$ cat config.mk
export PLATFORM = sky130hd
export DESIGN_NAME = led_pattern_engine
export DESIGN_NICKNAME = d
export VERILOG_FILES = /design/src/rtl/led_pattern_engine.sv
export SDC_FILE = /design/constraint.sdc
export NUM_CORES = 1
export LEC_CHECK = 0
export BUFFER_PORTS_ARGS = -buffer_cell sky130_fd_sc_hd__clkbuf_2
export CAP_MARGIN = 20
export CORE_UTILIZATION = 45
export DETAILED_ROUTE_END_ITERATION = 8
export PLACE_DENSITY = 0.67
export SETUP_SLACK_MARGIN = 0.5
export SYNTH_ARGS = -nofsm -noshare
export SYNTH_HDL_FRONTEND = slang
export SYNTH_SLANG_ARGS = --single-unit
$ cat constraint.sdc
create_clock -name clk -period 2.39 [get_ports clk]
set_input_delay 0.1195 -clock clk [delete_from_list [all_inputs] [get_ports clk]]
set_output_delay 0.1195 -clock clk [all_outputs]
set_load 0.1 [all_outputs]
$ cat src/rtl/led_pattern_engine.sv
// Purpose: selectable LED pattern generator (8 patterns) with programmable step rate, PWM brightness and freeze.
// Latency: pattern register updates on the step edge (step_pulse high that cycle); led follows one cycle later.
// Backpressure: none; enable=0 holds pattern and prescaler, while mode changes and PWM keep running.
//
// Ports:
//   clk        - system clock
//   rst        - asynchronous reset, active-low
//   mode       - pattern select (off/walk/ping-pong/count/blink/fill/alternate/on)
//   tick_div   - clocks per pattern step, 0 behaves as 1
//   brightness - PWM duty select, 0 = off, all-ones = always on
//   enable     - 1 = advance pattern, 0 = freeze pattern and prescaler
//   led        - registered, PWM-gated LED drive
//   step_pulse - one-cycle pulse in the cycle the pattern register takes a step
module led_pattern_engine #(
  parameter int NUM_LEDS  = 8,
  parameter int DIV_WIDTH = 16,
  parameter int PWM_WIDTH = 4
) (
  input  logic                 clk,
  input  logic                 rst,
  input  logic [2:0]           mode,
  input  logic [DIV_WIDTH-1:0] tick_div,
  input  logic [PWM_WIDTH-1:0] brightness,
  input  logic                 enable,
  output logic [NUM_LEDS-1:0]  led,
  output logic                 step_pulse
);

  typedef enum logic [2:0] {
    MODE_OFF   = 3'b000,
    MODE_WALK  = 3'b001,
    MODE_PING  = 3'b010,
    MODE_COUNT = 3'b011,
    MODE_BLINK = 3'b100,
    MODE_FILL  = 3'b101,
    MODE_ALT   = 3'b110,
    MODE_ON    = 3'b111
  } mode_e;

  typedef enum logic {
    DIR_UP   = 1'b0,
    DIR_DOWN = 1'b1
  } dir_e;

  localparam logic [DIV_WIDTH-1:0] DIV_ONE = DIV_WIDTH'(1);
  localparam logic [PWM_WIDTH-1:0] PWM_ONE = PWM_WIDTH'(1);
  localparam logic [NUM_LEDS-1:0]  PAT_ONE = NUM_LEDS'(1);

  // Even bit positions set: 0x55 for eight LEDs.
  function automatic logic [NUM_LEDS-1:0] alt_pattern();
    logic [NUM_LEDS-1:0] r;
    for (int i = 0; i < NUM_LEDS; i++) begin
      r[i] = ((i % 2) == 0);
    end
    return r;
  endfunction

  function automatic logic [NUM_LEDS-1:0] init_pattern(input mode_e m);
    logic [NUM_LEDS-1:0] r;
    case (m)
      MODE_WALK, MODE_PING: r = PAT_ONE;
      MODE_ALT:             r = alt_pattern();
      MODE_ON:              r = '1;
      default:              r = '0;
    endcase
    return r;
  endfunction

  mode_e                mode_q, mode_d;
  dir_e                 dir_q, dir_d;
  logic [NUM_LEDS-1:0]  pattern_q, pattern_d;
  logic [DIV_WIDTH-1:0] presc_q, presc_d;
  logic [PWM_WIDTH-1:0] pwm_q, pwm_d;
  logic [NUM_LEDS-1:0]  led_q, led_d;
  logic                 step_pulse_q, step_pulse_d;

  logic [DIV_WIDTH-1:0] eff_div;
  logic                 mode_chg;
  logic                 step;
  logic                 gate;
  logic [NUM_LEDS-1:0]  pat_next;
  dir_e                 dir_next;

  // Pattern successor for the stored mode.
  always_comb begin
    pat_next = pattern_q;
    dir_next = dir_q;
    case (mode_q)
      MODE_WALK:  pat_next = {pattern_q[NUM_LEDS-2:0], pattern_q[NUM_LEDS-1]};
      MODE_PING: begin
        // Turn around at an end without repeating the end value.
        if (dir_q == DIR_UP) begin
          if (pattern_q[NUM_LEDS-1]) begin
            pat_next = pattern_q >> 1;
            dir_next = DIR_DOWN;
          end else begin
            pat_next = pattern_q << 1;
          end
        end else begin
          if (pattern_q[0]) begin
            pat_next = pattern_q << 1;
            dir_next = DIR_UP;
          end else begin
            pat_next = pattern_q >> 1;
          end
        end
      end
      MODE_COUNT: pat_next = pattern_q + PAT_ONE;
      MODE_BLINK: pat_next = ~pattern_q;
      MODE_FILL:  pat_next = (&pattern_q) ? '0 : {pattern_q[NUM_LEDS-2:0], 1'b1};
      MODE_ALT:   pat_next = ~pattern_q;
      default:    pat_next = pattern_q;
    endcase
  end

  always_comb begin
    pattern_d    = pattern_q;
    dir_d        = dir_q;
    presc_d      = presc_q;
    step_pulse_d = 1'b0;
    mode_d       = mode_e'(mode);

    eff_div  = (tick_div == '0) ? DIV_ONE : tick_div;
    mode_chg = (mode_e'(mode) != mode_q);
    // >= rather than == so a shrinking tick_div cannot strand the count past terminal.
    step     = enable && (presc_q >= (eff_div - DIV_ONE));

    if (mode_chg) begin
      pattern_d = init_pattern(mode_e'(mode));
      dir_d     = DIR_UP;
      presc_d   = '0;
    end else if (step) begin
      pattern_d    = pat_next;
      dir_d        = dir_next;
      presc_d      = '0;
      step_pulse_d = 1'b1;
    end else if (enable) begin
      presc_d = presc_q + DIV_ONE;
    end

    pwm_d = pwm_q + PWM_ONE;
    gate  = (brightness == '1) || (pwm_q < brightness);
    led_d = gate ? pattern_q : '0;
  end

  always_ff @(posedge clk or negedge rst) begin
    if (!rst) begin
      mode_q       <= MODE_OFF;
      dir_q        <= DIR_UP;
      pattern_q    <= '0;
      presc_q      <= '0;
      pwm_q        <= '0;
      led_q        <= '0;
      step_pulse_q <= 1'b0;
    end else begin
      mode_q       <= mode_d;
      dir_q        <= dir_d;
      pattern_q    <= pattern_d;
      presc_q      <= presc_d;
      pwm_q        <= pwm_d;
      led_q        <= led_d;
      step_pulse_q <= step_pulse_d;
    end
  end

  assign led        = led_q;
  assign step_pulse = step_pulse_q;

endmodule

==> out/results.tsv <==
stage	metric	value	unit
outcome	status	complete, but fails checks	
outcome	violated checks	negative setup slack	
clock_tree	clk sinks	41	
sta	unrepaired setup endpoints after global routing	yes	
sta	min Tclk post-route	3.13	ns
yosys	xor and xnor area share after synthesis	9.48	%
grt	total grt overflow	0	
worst_setup_path	CP endpoint kind	flip-flop	
flow_run	max cap viols	0	
grt	met1 GRT Util	28.9	%
place	dpl cell area	3630	µm²
final_layout	Net count, final	453	
yosys	Main synth FF type	dfrtp_1	
sta	final worst slack	-0.745	ns
yosys	Post-synth EDFFs	0	
die	Initial Utilization	46.5	%
die	boundary pin count	35	
sta	Clock Skews	0.00727	ns
sta	Final Hold Slack	0.0101	ns
final_layout	# fillers	567	
clock_tree	clk_lat worst skew	0.29	ns
sta	fmax	319	MHz
yosys	Compound-Gate Fraction of Synth Area	17.4	%
yosys	Synth top area share	32.7	%
grt	number of global-route vias before repair	2675	
sta	final setup TNS	-17.36	ns
sta	Max Slew Vio Count	0	
drt	vias post-DR	2722	
drt	Total Routed Length	7560	µm
drt	DRT antenna net count	0	
yosys	Synth area leader	dfrtp_1	
pwr	P per Cell Area	464	nW/µm²
pwr	Static Leak	1.79	nW
drt	Avg WL per Cell	15.6	µm
final_layout	ant diodes	0	
place	routability cong.	0.908	
grt	met3 usage	3.85	%
drt	1st-iter DRT viols	130	
yosys	synth warn	0	
sta	Rel. slew slack	55.8	%
drt	DRC violations left	0	
worst_setup_path	Worst Path Arrival	3.29	ns
grt	initial antenna violation count	0	
sta	Least-Margin Pin Slew	0.657	ns
place	HPWL Detailed	5410	µm
worst_setup_path	family with the most delay on the worst path	simple AND/OR/NAND/NOR gates	
place	I/O Buffers	34	
grt	GRT busiest layer	met2	
final_layout	layout cell share with drive strength beyond 1	37.6	%
grt	first-pass GRT wire length	12500	µm
worst_setup_path	CP max stage delay	0.54	ns
yosys	Post-synth ARST share	100	%
final_layout	P&R area growth vs syn	30.0	%
grt	Global Route met2 Usage	35.3	%
yosys	syn nets	374	
final_layout	Finished Cell Area	4080	µm²
drt	DR vias/cell	5.62	
yosys	Mean Syn Cell Area	9.70	µm²
grt	largest net degree at the start of global routing	18	
clock_tree	clock root buffer	clkbuf_8	
clock_tree	CTS tree	yes	
die	Chip Height	85.6	µm
worst_setup_path	CP max-delay cell	or4_4	
final_layout	Final Util	60.4	%
die	Die X	85.6	µm
yosys	post-synthesis simple-gate area fraction	24.6	%
yosys	mux cell area share after synthesis	1.75	%
worst_setup_path	Buf/Inv on CP	4	
sta	Hold Vio Cnt, Final	0	
pwr	worst vdd ir	0.387	mV
place	DP Cell Count	464	
worst_setup_path	critical-path cell list	buf_6, or4_4, nor4_4, a31oi_2, ha_2, nand2_4, buf_6, nor2_2, xnor2_1, ha_1, nand4_1, nor2_4, nand2_2, a41oi_4, buf_4, and2_4, buf_4, o221ai_2	
drt	router iterations before antenna repair	4	
yosys	Synth Register Bits	41	
yosys	Post-Syn Area	3140	µm²
yosys	largest family of logic cells by synthesized area	simple AND/OR/NAND/NOR gates	
yosys	Synth Area in Adders	9.56	%
sta	final period utilization	131	%
die	die area	7320	µm²
pwr	Power Total	1.89	mW
clock_tree	Max H-tree Level	2	
clock_tree	Worst-path clk slew	0.08	ns
yosys	Cell variety after synth	73	
place	pre-CTS setup slack	-1.10	ns
sta	Setup Viol. Count Final	26	
die	total core area	6760	µm²
yosys	Cells after Synth	324	
worst_setup_path	Worst EP required	2.55	ns
yosys	post-synthesis sequential area ratio	32.7	%
worst_hold_path	Hold Path Class	primary input to flip-flop	
final_layout	Post-Layout Cell Count	484	
worst_setup_path	Setup CP Type	primary input to flip-flop	
clock_tree	clock buffer depth	2	
yosys	synth top area cells	dfrtp_1, ha_1, xnor2_1	
worst_setup_path	crit start category	primary input	
die	# rows	30	
clock_tree	CTS Buf Count	5	
worst_setup_path	crit path max fanout	3	
grt	Total GRT Usage	21.6	%
[final timing paths]
path	slack (ns)	startpoint	to	depth (start not counted)
worst max-delay path	-0.74	tick_div[9]	pattern_q[4]$_DFFE_PN0P_	18
worst min-delay path	0.01	mode[1]	mode_q[1]$_DFF_PN0_	1
worst max register to register	0.11	presc_q[0]$_DFFE_PN0P_	pattern_q[1]$_DFFE_PN0P_	8
worst min register to register	0.48	pwm_q[3]$_DFF_PN0_	pwm_q[3]$_DFF_PN0_	1
max in group asynchronous	1.47	rst	mode_q[2]$_DFF_PN0_	3
min in group asynchronous	0.30	rst	presc_q[11]$_DFFE_PN0P_	2
[cells by family after synthesis]
group / Yosys count
buffers and inverters: 26
AO/OA/AOI/OAI: 66
XOR/XNOR: 34
adder cells (fa/ha/maj): 24
flip-flops: 41
multiplexers: 5
AND/OR/NAND/NOR: 128
[final cells by class]
type / count / area, µm² / share of cell area (%)
sequential: 41 / 1030 / 25.1
multi-input combinational: 257 / 2170 / 53.1
tap: 80 / 100 / 2.45
timing repair buffer: 87 / 633 / 15.5
clock inverter: 1 / 30.0 / 0.735
clock buffer: 7 / 86.3 / 2.11
inverter: 11 / 41.3 / 1.01
[layer usage]
layer / up-vias / wire [µm]
li1: 1336 / -
met1: 1292 / 3330
met2: 80 / 3780
met3: 14 / 314
met4: 0 / 142
met5: - / 0
[registers in the layout, indices dropped and copies added (netlist names)]
signal and flops:
presc_q 16, led 8, pattern_q 8, pwm_q 4, mode_q 3, dir_q 1, step_pulse 1
[Yosys cell counts, drive strengths merged, types with 3 or more instances]
| cell type | number |
|---|---|
| dfrtp | 41 |
| nor2 | 32 |
| ha | 24 |
| a21oi | 21 |
| nand2 | 19 |
| xnor2 | 19 |
| nand3 | 17 |
| xor2 | 15 |
| nor2b | 13 |
| buf | 12 |
| o21ai | 12 |
| inv | 11 |
| nand4 | 10 |
| nor3 | 8 |
| nand2b | 5 |
| and3 | 4 |
| and4 | 4 |
| mux2 | 4 |
| o2bb2ai | 4 |
| a311oi | 3 |
| and2 | 3 |
| clkbuf | 3 |
[where the power goes]
part	leakage, nW	switching (mW)	total [mW]	internal (mW)
clock network	0.0585	0.237	0.577	0.341
logic	1.19	0.347	0.544	0.197
registers	0.543	0.0432	0.773	0.730
[cells in the final DEF (no fill, tap or decap), drive strengths merged, types with 3 or more instances in the layout]
master	n
a21oi	21
a311oi	3
and2	3
and3	4
and4	4
buf	51
clkbuf	41
dfrtp	41
ha	24
inv	11
mux2	4
nand2	19
nand2b	5
nand3	17
nand4	10
nor2	32
nor2b	13
nor3	8
o21ai	12
o2bb2ai	4
xnor2	19
xor2	15
[what timing repair did]
item	in CTS	in global routing
endpoints found under the hold margin	16	0
gates cloned	1	0
pin swaps	25	12
setup endpoints to repair	26	29
setup buffers	7	2
gates resized for setup	37	14
hold buffers	2	0
No activity file was read; power rests on OpenSTA's default activity.
